[src/rtl/relu_pkg.sv]
// relu_pkg: shared constants, FSM state type and lane-indexing helper
// for the registered lane-parallel ReLU stage.
package relu_pkg;

  localparam int unsigned DATAWIDTH = 11;
  localparam int unsigned ROWS      = 4;

  typedef enum logic [0:0] {
    IDLE  = 1'b0,
    VALID = 1'b1
  } state_t;

  // Base bit index of lane idx inside a packed vector of width-bit lanes.
  function automatic int unsigned lane_base(input int unsigned idx,
                                            input int unsigned width);
    return idx * width;
  endfunction

endpackage

[src/rtl/relu_lane.sv]
// relu_lane: purely combinational single-lane ReLU.
// Optional macro RELU_CLAMP_EN turns it into a bounded ReLU that clips
// positive values above clamp_max; without it clamp_max is ignored.
module relu_lane #(
  parameter int unsigned datawidth = 11,
  parameter int          clamp_max = 255
) (
  input  logic signed [datawidth-1:0] din,
  output logic signed [datawidth-1:0] dout
);

`ifdef RELU_CLAMP_EN
  localparam logic signed [datawidth-1:0] CLAMP_V = datawidth'(clamp_max);
`endif

  // Sign bit set means negative (including the most-negative code): zero it.
  always_comb begin
    dout = '0;
    if (!din[datawidth-1]) begin
`ifdef RELU_CLAMP_EN
      if (din > CLAMP_V) begin
        dout = CLAMP_V;
      end else begin
        dout = din;
      end
`else
      dout = din;
`endif
    end
  end

endmodule

[src/rtl/relu_block.sv]
// relu_block: registered lane-parallel ReLU applied to a layer's packed
// output vector. Captures relu(in) whenever layer_done is high and raises
// a sticky done flag that only rst_vals / rst_overall can clear.
// Optional macro RELU_CLAMP_EN selects a bounded ReLU (clip at clamp_max).
module relu_block
  import relu_pkg::*;
#(
  parameter int unsigned datawidth = DATAWIDTH,
  parameter int unsigned rows      = ROWS,
  parameter int          clamp_max = 255
) (
  input  logic                      clk,
  input  logic                      rst_overall,
  input  logic                      rst_vals,
  input  logic                      layer_done,
  input  logic [rows*datawidth-1:0] in,
  output logic [rows*datawidth-1:0] out,
  output logic                      done
);

  state_t                    state;
  logic [rows*datawidth-1:0] relu_vec;
  logic [rows*datawidth-1:0] out_q;

  for (genvar i = 0; i < rows; i++) begin : g_lane
    relu_lane #(
      .datawidth (datawidth),
      .clamp_max (clamp_max)
    ) u_lane (
      .din  (in[lane_base(i, datawidth) +: datawidth]),
      .dout (relu_vec[lane_base(i, datawidth) +: datawidth])
    );
  end

  // Capture FSM and output register; either reset clears values and done,
  // and layer_done is only honoured when no reset is asserted.
  always_ff @(posedge clk) begin
    if (rst_overall) begin
      state <= IDLE;
      out_q <= '0;
    end else if (rst_vals) begin
      state <= IDLE;
      out_q <= '0;
    end else begin
      case (state)
        IDLE: begin
          if (layer_done) begin
            out_q <= relu_vec;
            state <= VALID;
          end
        end
        VALID: begin
          if (layer_done) begin
            out_q <= relu_vec;
          end
        end
        default: begin
          state <= IDLE;
          out_q <= '0;
        end
      endcase
    end
  end

  assign out  = out_q;
  assign done = (state == VALID);

endmodule

[config.mk]
export PLATFORM = sky130hd
export DESIGN_NAME = relu_block
export DESIGN_NICKNAME = d
export VERILOG_FILES = /design/src/rtl/relu_pkg.sv /design/src/rtl/relu_lane.sv /design/src/rtl/relu_block.sv
export SDC_FILE = /design/constraint.sdc
export NUM_CORES = 1
export LEC_CHECK = 0
export ABC_CLOCK_PERIOD_IN_PS = 1000
export CAP_MARGIN = 10
export CORE_ASPECT_RATIO = 1.2
export CORE_UTILIZATION = 40
export DETAILED_ROUTE_END_ITERATION = 7
export PLACE_DENSITY = 0.79
export SYNTH_ARGS = -nofsm -noshare
export SYNTH_HDL_FRONTEND = slang
export SYNTH_SLANG_ARGS = --single-unit
export TNS_END_PERCENT = 10
[constraint.sdc]
create_clock -name clk -period 1 [get_ports clk]
set_input_delay 0.2 -clock clk [delete_from_list [all_inputs] [get_ports clk]]
set_output_delay 0.2 -clock clk [all_outputs]
set_load 0.02 [all_outputs]
**Word level (Yosys, flattened, before mapping)**

Index checks and enable logic that the tools add are counted.

- Register bits: 45
- Input port bits: 48
- Logic and storage cells: 10

- Multiplexer cells: 7
- Reductions and logical operators: 1

Operators with widths:

| kind | count |
|---|---|
| 2-to-1 mux 44 bit | 1 |
| 2-to-1 mux 10 bit | 4 |
| 2-to-1 mux 1 bit | 2 |
| OR reduction 2 bit | 1 |

**Logic depth before layout (Yosys ltp)**

- Depth in word-level cells: 2
- Mapped depth: 4
- Gate-level depth less buffers: 2

**By module**

Synthesis repeated with hierarchy kept, for this count alone.

- Cell total of the unflattened synthesis: 194
- Area, all modules: 1,930.6 um^2

By module, submodules not included:

| module | times used | cells each | area each (um^2) |
|---|---|---|---|
| relu_block | 1 | 146 | 1,635.3 |
| relu_lane | 4 | 12 | 73.8 |

**Worst setup path after synthesis**

No wires, ideal clock.

- Kind: input-to-reg
- Start: input rst_vals
- End: register out_q[26] (netlist: out[26])
- Arrival time: 780 ps
- Path slack: 154 ps
- Stages on the path: 4
- Buffers on the path: 2
- Cells stage by stage: or2_1 buf_6 buf_12 a21oi_2

- Longest elaborated chain between the ends: 1

Ends and longest elaborated chain:

| item | line | RTL |
|---|---|---|
| from (decl) | relu_block.sv:14 | `input logic rst_vals,` |
| OR reduction 2 bit (no line) | -- |  |
| to (signal assigned) | relu_block.sv:48 | `out_q <= relu_vec;` |
| to (signal assigned) | relu_block.sv:54 | `out_q <= relu_vec;` |
| to (decl) | relu_block.sv:23 | `logic [rows*datawidth-1:0] out_q;` |

No other way between the ends.
A chain may end at the register's enable or synchronous reset.

**Final worst setup path**

- Start: register out_q[17] (netlist: out[17])
- End: output out[17]

RTL lines:

| item | line | RTL |
|---|---|---|
| to (decl) | relu_block.sv:17 | `output logic [rows*datawidth-1:0] out,` |

No word-level cell between the ends.

==> results.py <==
metrics = {
    "clocking": {
        "clk_path_buf_depth": 2,
        "htree_levels": 2,
        "cts_root_buffer": "clkbuf_8",
        "cts_hold_buffers": 0,
        "clk_pin_slew_ps": 70,
        "cts.sinks": 41,
        "clock_latency_ps": 280,
        "cts_tree": "yes",
        "cts_buffers": 5,
    },
    "outcome": {
        "status": "completed",
    },
    "run": {
        "drv_cap": 0,
    },
    "finish": {
        "fill_cells": 416,
        "syn2layout_area_growth_pct": 55.5,
        "drive_gt1_share_pct": 44.9,
        "final_area_um2": 2960,
        "final_common_cell": "buf_4",
        "num_antenna_cells": 0,
        "nets": 331,
        "final_cell_mix": "buf_4, clkdlybuf4s50_1, nand2b_1, nand3b_1, a21oi_2",
    },
    "detailed_routing": {
        "drt-pass1-iter-count": 4,
        "first_iter_violations": 74,
        "drt-total-wl_um": 4630,
        "drt-wirelength-per-cell_um": 13.6,
        "vias": 1626,
        "ant_nets": 0,
        "vias_per_cell": 4.77,
        "drc": 0,
    },
    "global_route": {
        "antenna_found_initial": 0,
        "grt_overflow_total": 0,
        "grt_max_degree": 42,
        "grt_pass1_wl_um": 6590,
        "grt_pass1_vias": 1394,
        "grt.total_usage_pct": 16.5,
    },
    "critical_path": {
        "crit_path_end_kind": "primary output",
        "path_buf_inv": 1,
        "crit_path_start_kind": "register",
        "worst_ep_arrival_time_ps": 770,
        "criticalPathCategory": "register to primary output",
        "path_max_fanout": 2,
        "cp_slowest_stage_delay_ps": 350,
        "cpMaxStageDelayCell": "dfxtp_1",
        "path_cells": "buf_4",
        "required_ps": 800,
        "cp_top_family": "flip-flops",
    },
    "synthesis": {
        "synth-seq-area-share_pct": 43.1,
        "synthDistinctLibCells": 13,
        "syn_inst": 183,
        "synth_area_um2": 1900,
        "yosys_warnings": 0,
        "synth_seq_cells": 41,
        "syn_avg_cell_area_um2": 10.4,
    },
    "die": {
        "fp.dieH_um": 77.6,
        "coreArea_um2": 4590,
        "die_w_um": 65.0,
        "die_area_um2": 5040,
        "rows": 27,
        "io-pin-count": 93,
        "start_util_pct": 41.4,
    },
    "placement": {
        "place_congestion": 0.665,
        "dp_hpwl_um": 2970,
        "place.port_buffers": 88,
        "dpl_cell_area_um2": 2860,
        "pre_cts_slack_ps": -341,
    },
    "pwr": {
        "peakVddDrop_v": 0.000673,
        "p_per_area_nw_per_um2": 1130,
        "leakagePower_nw": 1.11,
    },
    "timing": {
        "layout_min_cycle_time_ps": 972,
        "hold-worst-slack_ps": 420,
        "finalMaxSlewViolations": 0,
        "post-route-period-util_pct": 97.2,
        "fin_skew_ps": 0,
        "fin_ws_ps": 27.8,
        "fmax_mhz": 1030,
        "setup_viol": 0,
        "hold_viol_final": 0,
    },
    "hold_path": {
        "hp-class": "primary input to register",
    },
}
final cells by class:
class	count	area, um^2	area share [%]
Tap cell	58	72.6	2.45
Timing Repair Buffer	108	1020	34.6
Multi-Input combinational cell	127	935	31.6
Clock buffer	7	86.3	2.92
Sequential cell	41	842	28.4
timing repair:
item | CTS | global route
gates resized for setup | 169 | 56
cloned | 0 | 4
setup buffers | 0 | 0
pin swaps | 0 | 1
setup endpoints to repair | 82 | 43
cells by family (layout without fill, tap and decap cells):
| family | after synthesis | in the layout | synth area share (%) |
|---|---|---|---|
| AOI/OAI and AO/OA | 40 | 40 | 18.2 |
| buffers and inverters | 18 | 115 | 8.74 |
| DFF | 41 | 41 | 43.1 |
| other | 1 | 4 | 0.197 |
| and+or+nand+nor | 83 | 83 | 29.8 |
per-stage QoR:
step / TNS (ps) / power [mW] / cells / utilization, %
6_report: 0 / 3.36 / 341 / 64.4
5_1_grt: -1.04 / 3.50 / 341 / 64.4
3_3_place_gp: -17300 / 2.29 / 330 / 62.1
2_1_floorplan: 0 / 2.03 / 186 / -
4_1_cts: 0 / 3.33 / 337 / 59.8
3_5_place_dp: -17700 / 2.30 / 330 / 62.1
tightest hold or removal path: stages:
cell,delay [ps]
buf_2,140
buf_4,170
nand3b_1,100
a21oi_2,50
registers in the layout (all words and copies together), names as in the netlist:
name	cells
out	40
done	1
synth_stat cells:
master    count  area share [%]
dfxtp_1      41              43
nand2b_1     40              13
nand3b_1     40              16
a21oi_2      39              18
buf_2         9             2.4
buf_12        4             4.2
buf_4         4             1.6
a21oi_1       1            0.26
buf_6         1            0.59
conb_1        1            0.20
nor2_1        1            0.20
nor2_2        1            0.33
or2_1         1            0.33
layer usage:
layer	share of wire (%)	global-route usage, %	up-vias	wire length (um)
met1	46	21.0	754	2130
met5	0	0	-	0
met4	0.47	4.00	0	22
met2	48	27.1	60	2210
met3	6.0	4.85	2	280
li1	-	-	810	-
worst paths after layout:
check,from,end,slack [ps],cells past startpoint
setup / recovery,out[17],out[17],30,1
hold / removal,layer_done,out[9],420,4
setup reg to reg,out[3],out[3],320,3
hold reg to reg,out[9],out[9],470,2
where the power goes:
| group | switching (mW) | internal [mW] | total (mW) |
|---|---|---|---|
| combinational | 0.259 | 0.356 | 0.614 |
| sequential | 0.0183 | 1.67 | 1.69 |
| clock | 0.511 | 0.548 | 1.06 |
| total | 0.788 | 2.57 | 3.36 |
Power figures use the tool's default switching activity.
